==> src/rtl/mdr_mem_responder.sv <==
// mdr_mem_responder
//   Memory-side responder for the MAR/MDR operand interface. It holds the MAR
//   and MDR registers and a word-addressed RAM. It services multi-cycle
//   read/write requests and reports completion with a one-cycle R pulse.
//
//   Optional feature macro: MEM_BOUNDS_CHECK_EN
//     defined   : accesses with nonzero MAR[DATA_W-1:ADDR_W] still run the full
//                 latency, leave RAM and MDR untouched, and pulse ACV with R.
//     undefined : upper MAR bits are ignored (address wraps modulo DEPTH);
//                 ACV stays 0.
//
// Ports
//   CLK      in   rising-edge clock
//   RESET    in   asynchronous active-high reset
//   BUS_IN   in   datapath bus, source for MAR/MDR loads
//   LDMAR    in   load MAR from BUS_IN (accepted in IDLE only)
//   LDMDR    in   MIO_EN=0: load MDR from BUS_IN; MIO_EN=1: start memory access
//   MIO_EN   in   1 = memory access request, 0 = bus load of MDR
//   R_W      in   access type: 0 = read, 1 = write
//   GATEMDR  in   1: MDR_OUT = MDR, 0: MDR_OUT = 0
//   MDR_OUT  out  gated MDR value
//   MAR_OUT  out  current MAR
//   R        out  one-cycle pulse: access complete
//   BUSY     out  high while an access is in flight
//   ACV      out  one-cycle pulse: access violation
module mdr_mem_responder #(
  parameter int DATA_W      = 16,
  parameter int ADDR_W      = 8,
  parameter int MEM_LATENCY = 2
) (
  input  logic              CLK,
  input  logic              RESET,
  input  logic [DATA_W-1:0] BUS_IN,
  input  logic              LDMAR,
  input  logic              LDMDR,
  input  logic              MIO_EN,
  input  logic              R_W,
  input  logic              GATEMDR,
  output logic [DATA_W-1:0] MDR_OUT,
  output logic [DATA_W-1:0] MAR_OUT,
  output logic              R,
  output logic              BUSY,
  output logic              ACV
);

  localparam int DEPTH = 1 << ADDR_W;
  localparam int CNT_W = (MEM_LATENCY > 1) ? $clog2(MEM_LATENCY) : 1;

  typedef enum logic [1:0] {
    ST_IDLE,
    ST_BUSY,
    ST_DONE
  } state_t;

  state_t             state;
  logic [DATA_W-1:0]  mar;
  logic [DATA_W-1:0]  mdr;
  logic [CNT_W-1:0]   cnt;
  logic [ADDR_W-1:0]  addr_p0;
  logic               rw_p0;
  logic               oob_p0;
  logic               oob_req;
  logic               ram_we;
  logic [DATA_W-1:0]  ram [DEPTH];

`ifdef MEM_BOUNDS_CHECK_EN
  assign oob_req = |mar[DATA_W-1:ADDR_W];
`else
  assign oob_req = 1'b0;
`endif

  assign MDR_OUT = GATEMDR ? mdr : '0;
  assign MAR_OUT = mar;

  // RAM is never cleared; the write is gated by RESET so that a reset
  // arriving during DONE aborts the store.
  assign ram_we = (state == ST_DONE) && rw_p0 && !oob_p0 && !RESET;

  always_ff @(posedge CLK) begin
    if (ram_we) ram[addr_p0] <= mdr;
  end

  always_ff @(posedge CLK or posedge RESET) begin
    if (RESET) begin
      state   <= ST_IDLE;
      mar     <= '0;
      mdr     <= '0;
      cnt     <= '0;
      addr_p0 <= '0;
      rw_p0   <= 1'b0;
      oob_p0  <= 1'b0;
      R       <= 1'b0;
      BUSY    <= 1'b0;
      ACV     <= 1'b0;
    end else begin
      case (state)
        ST_IDLE: begin
          R   <= 1'b0;
          ACV <= 1'b0;
          if (LDMAR) mar <= BUS_IN;
          if (LDMDR) begin
            if (!MIO_EN) begin
              mdr <= BUS_IN;
            end else begin
              // Address is captured from the current (old) MAR even when
              // LDMAR updates MAR on this same edge.
              addr_p0 <= mar[ADDR_W-1:0];
              rw_p0   <= R_W;
              oob_p0  <= oob_req;
              cnt     <= CNT_W'(MEM_LATENCY - 1);
              state   <= ST_BUSY;
              BUSY    <= 1'b1;
            end
          end
        end
        // ---- access in flight ----
        ST_BUSY: begin
          if (cnt == '0) begin
            state <= ST_DONE;
            BUSY  <= 1'b0;
            R     <= 1'b1;
            ACV   <= oob_p0;
          end else begin
            cnt <= cnt - 1'b1;
          end
        end
        // ---- completion: read data lands in MDR, RAM write happens above ----
        ST_DONE: begin
          R     <= 1'b0;
          ACV   <= 1'b0;
          if (!rw_p0 && !oob_p0) mdr <= ram[addr_p0];
          state <= ST_IDLE;
        end
        default: begin
          state <= ST_IDLE;
          R     <= 1'b0;
          BUSY  <= 1'b0;
          ACV   <= 1'b0;
        end
      endcase
    end
  end

endmodule

==> config.mk <==
export PLATFORM = sky130hd
export DESIGN_NAME = mdr_mem_responder
export DESIGN_NICKNAME = d
export VERILOG_FILES = /design/src/rtl/mdr_mem_responder.sv
export SDC_FILE = /design/constraint.sdc
export NUM_CORES = 2
export LEC_CHECK = 0
export CAP_MARGIN = 10
export CELL_PAD_IN_SITES_DETAIL_PLACEMENT = 1
export CELL_PAD_IN_SITES_GLOBAL_PLACEMENT = 1
export CORE_ASPECT_RATIO = 0.9
export CORE_MARGIN = 2
export CORE_UTILIZATION = 55
export DETAILED_ROUTE_END_ITERATION = 6
export PLACE_DENSITY_LB_ADDON = 0.05
export SETUP_SLACK_MARGIN = 0.15
export SLEW_MARGIN = 20
export SYNTH_ARGS = -nofsm -noshare
export SYNTH_HDL_FRONTEND = slang
export SYNTH_SLANG_ARGS = --single-unit
==> constraint.sdc <==
create_clock -name CLK -period 7.97 [get_ports CLK]
set_clock_uncertainty 0.2 [all_clocks]
set_input_delay 1.1955 -clock CLK [delete_from_list [all_inputs] [get_ports CLK]]
set_output_delay 1.1955 -clock CLK [all_outputs]
set_load 0.01 [all_outputs]
## Yosys cells after proc, flatten, opt, wreduce, memory -nomap -nowiden

Memory sizes are Yosys's and may differ from the RTL's.
Index checks and enable logic that the tools add are counted.

- Add/sub/neg operators: 1
- Eq/ne operators: 7
- Mux-type cells: 20
- Bitwise gates (word level): 1
- Reduce and logical (&&, ||, !) cells: 13

Operator list:

| cell | count |
|---|---|
| $mux W16 | 4 |
| $pmux W16 S2 | 1 |
| $mux W1 | 9 |
| $reduce_and A3 Y1 | 3 |
| $ne A2 B2 Y1 const B | 4 |
| $reduce_and A4 Y1 | 2 |
| $mux W2 | 3 |
| $pmux W2 S2 | 1 |
| $reduce_bool A2 Y1 | 2 |
| $pmux W1 S3 | 1 |
| $eq A2 B1 Y1 const B | 1 |
| $eq A2 B2 Y1 const B | 1 |
| $logic_and A1 B1 Y1 | 2 |
| $logic_not A1 Y1 | 2 |
| $logic_not A2 Y1 | 1 |
| $ne A2 B1 Y1 const B | 1 |
| $pmux W1 S2 | 1 |
| $reduce_and A2 Y1 | 1 |
| $not A1 Y1 | 1 |
| $sub A1 B1 Y1 const B | 1 |

- Register bits after elaboration: 47
- RAM bits: 4096
- Input bits: 23
- Logic and storage cells: 52
- Memories: 1

Memory list:

| memory | depth | width | read ports | clocked after Yosys merged registers in | wr ports | line | RTL |
|---|---|---|---|---|---|---|---|
| ram | 256 | 16 | 1 | 0 | 1 | 64 | `logic [DATA_W-1:0] ram [DEPTH];` |

## Logic depth before layout (Yosys ltp)

- Depth after elaboration: 5
- Gate-level depth with buffers: 13
- Mapped depth without buffers: 7

## Worst setup path before layout

OpenSTA, ideal clock, no wires.

- Kind: reg2out
- Start: register mdr[3]
- End: output port MDR_OUT[3]
- Arrival time: 3.654 ns
- Data required time: 6.575 ns
- Slack: 2.921 ns
- Stages on the path, launching flop included: 2
- Path buffers: 0
- Cells stage by stage: dfrtp_1 > and2_1

- Word-level cells in the longest chain between the ends: 1

Ends and longest elaborated chain:

| item | line | RTL |
|---|---|---|
| from (decl) | 57 | `logic [DATA_W-1:0] mdr;` |
| from (signal assigned) | 131 | `if (!rw_p0 && !oob_p0) mdr <= ram[addr_p0];` |
| $mux W16 | 72 | `assign MDR_OUT = GATEMDR ? mdr : '0;` |
| to (decl) | 39 | `output logic [DATA_W-1:0] MDR_OUT,` |

Every way passes these cells.

## Worst setup path after layout

- Start: register addr_p0[3]
- End: register mdr[13]

- Word-level cells in the longest chain between the ends: 3

Ends and longest elaborated chain:

| item | line | RTL |
|---|---|---|
| from (decl) | 59 | `logic [ADDR_W-1:0] addr_p0;` |
| from (signal assigned) | 107 | `addr_p0 <= mar[ADDR_W-1:0];` |
| $mem_v2 Z256 W16 | n/a |  |
| $mux W16 | 131 |  |
| $pmux W16 S2 | 96 | `case (state)` |

Every way passes these cells. The select of a mux whose other input is x is not followed.
A chain may end at the register's enable or synchronous reset.

==> summary.md <==
| Metric | Value |
|---|---|
| Syn Nets | 7328 |
| Post-synthesis area per instance | 21.87 um^2 |
| Postcts setup bufs | 0 |
| Vias in the first global route | 82143 |
| CP Cell Sequence | buf_4 -> nand3b_1 -> buf_4 -> o22ai_1 -> nor4_1 -> mux2i_1 -> nor2_1 -> a21oi_1 -> a21oi_1 |
| Row cnt | 187 |
| Clk sinks | 4142 |
| Worst path max stage delay | 810 ps |
| Cell accounting for the most synthesized area | edfxtp_1 |
| Synth Warn # | 0 |
| Top-count cell post-synth | edfxtp_1 |
| Die area | 294900 um^2 |
| TritonCTS Buffers | 412 |
| Required time of the critical path | 8630 ps |
| Failing checks | DRC |
| Initial Util | 55.34% |
| Via Count | 82092 |
| Post-synth top cells | 4096 x edfxtp_1, 861 x mux4_2, 319 x nor2_1, 286 x mux2i_1, 220 x o22ai_1 |
| IO Port Bufs | 56 |
| Buf/Inv on CP | 2 |
| GR Overflow Total | 0 |
| Fin crit share | 66.62% |
| Via/cell ratio | 6.864 |
| Detailed Place HPWL | 296300 um |
| DRT iter0 DRCs | 12513 |
| Synth cell types | 92 |
| Max Slew Vio Count | 0 |
| Die height | 515.4 um |
| Largest net degree at the start of global routing | 176 |
| Pwr dens | 380.1 nW/um^2 |
| CTS tree | yes |
| Hold buffers post-CTS | 0 |
| Hold Fails Final Rpt | 0 |
| Setup crit end kind | register |
| Top FF cell, synth | edfxtp_1 |
| Worst-path clk slew | 70 ps |
| Min Tclk post-route | 5310 ps |
| Drt first pass iters | 7 |
| EDFF count, synth | 4096 |
| First-pass GRT wire length | 669100 um |
| Synthesis-to-finish area growth | 12.06% |
| Async SR Flop Fraction | 1.111% |
| Synth top area cells | edfxtp_1 77%, mux4_2 12%, mux2i_1 1.8% |
| GP Congestion | 0.8798 |
| Routed WL | 483200 um |
| Seq/Total Area, Yosys | 77.69% |
| Bufs on Longest Clock Path | 4 |
| Startpoint Class | register |
| H-tree depth | 5 |
| CTS Root Cell | clkbuf_16 |
| CP Max Fanout | 36 |
| VDD IR-drop max | 0.4696 mV |
| CP top delay family | simple AND/OR/NAND/NOR gates |
| Top cell type's share of synthesized area | 76.97% |
| Fill cells | 23421 |
| Setup TNS | 0 ps |
| Nets | 7756 |
| Slowest CP cell | dfrtp_4 |
| Slew headroom | 17.69% |
| Fraction of layout cells with a size suffix above 1 | 25.90% |
| Run status | finished, violations left |
| RSZ-0062 raised after global routing | no |
| Antenna Nets Post-Route | 0 |
| Slew @ Worst Pin | 1223 ps |
| Post-CTS sizing | 0 |
| Worst-skew pair later-pin latency | 950 ps |
| Maximum clock frequency | 188.3 MHz |
| CP arrival | 5970 ps |
| Total chip power | 0.06806 W |
| Synth Cell Area | 159800 um^2 |
| Final Setup Violations | 0 |
| Initial antenna violation count | 34 |
| Syn Inst Count | 7305 |
| IO Count | 58 |
| DRC Markers | 1 |
| Core area | 288700 um^2 |
| Seq cells post-synth | 4142 |
| Crit Path Class | register to register |
| Maxcap violations | 0 |
| Total GRT Usage | 32.97% |
| Die W | 572.2 um |
| Leakage | 55.86 nW |
| Hold Crit Class | register to register |
| WL per Instance | 40.40 um |
## cells by family (layout without fill, tap and decap cells)
| group | count (synthesis) | after routing | synth area share [%] |
|---|---|---|---|
| muxes | 1286 | 1286 | 15.44 |
| buffers and inverters | 429 | 1187 | 1.893 |
| DFF | 4142 | 4142 | 77.69 |
| other | 1 | 24 | 0.002347 |
| and+or+nand+nor | 762 | 762 | 2.176 |
| AOI/OAI and AO/OA | 685 | 685 | 2.793 |
## flip-flops by register name (all words and copies together), names as in the netlist
register	cells
BUSY	1
MAR_OUT	16
R	1
addr_p0	8
cnt	1
mdr	16
ram	4096
rw_p0	1
state	2
## power by group
part,switching [W],internal [W],leakage (nW)
clock network,0.00826,0.0109,6.42
logic,0.0144,0.00639,12.3
registers,0.000804,0.0273,37.1
## final timing paths
check                             endpoint  cells past startpoint  slack (ps)       start
worst max-delay path               mdr[13]                      9        2660  addr_p0[3]
worst min-delay path                  BUSY                      1         290        BUSY
worst max register to register     mdr[13]                      9        2660  addr_p0[3]
worst min register to register        BUSY                      1         290        BUSY
max in group asynchronous           mdr[8]                      3        6190       RESET
min in group asynchronous       addr_p0[0]                      3         790       RESET
## cell type report
class / count / area [um^2] / share of cell area (%)
antenna: 23 / 57.56 / 0.03214
inverter: 7 / 35.03 / 0.01956
timing repair buffer: 436 / 3674 / 2.052
clock buffer: 515 / 10970 / 6.125
sequential: 4142 / 124200 / 69.38
multi-input combinational: 2734 / 33130 / 18.50
tap: 3874 / 4847 / 2.707
clock inverter: 229 / 2120 / 1.184
## layer usage
| layer | vias up | GRT usage [%] | part of all wire [%] |
|---|---|---|---|
| li1 | 31697 | - | - |
| met1 | 44564 | 48.44 | 40 |
| met2 | 5012 | 49.27 | 46 |
| met3 | 790 | 7.869 | 11 |
| met4 | 29 | 10.84 | 3.7 |
| met5 | - | 0 | 0.044 |
## placed cells by master, fill, tap and decap left out, drive strengths merged, types with 5 or more instances in the layout
cell,n
nand2b,9
a32oi,29
nor2,322
o22a,7
nor4,35
or4,16
mux4,918
clkinvlp,13
bufinv,37
a211oi,14
clkdlybuf4s50,56
diode,23
nand3,67
nand3b,6
o22ai,220
nor3,19
nor2b,16
mux2,82
a221oi,20
buf,380
or3b,7
or3,7
a22oi,85
and2,20
o21ai,105
and3,5
mux2i,286
a22o,5
a311oi,5
nand4,21
a21oi,121
inv,16
edfxtp,4096
clkbuf,515
dfrtp,46
nand2,194
o2111a,6
a31oi,24
clkinv,170
o2111ai,6
## per-stage QoR
stage / hold slack (ps) / utilization, % / instance area [um^2] / std cells / worst slack [ps]
floorplan: 272.7 / - / 159800 / 7305 / 2921
global placement: 264.0 / 57.40 / 165700 / 11192 / 2882
detailed placement: 274.3 / 57.44 / 165900 / 11193 / 2762
CTS: 289.0 / 61.98 / 178900 / 11937 / 2754
global route: 318.0 / 62.00 / 179000 / 11938 / 2681
finish: 286.2 / 62.02 / 179100 / 11960 / 2660
(Power assumes the default switching activity.)
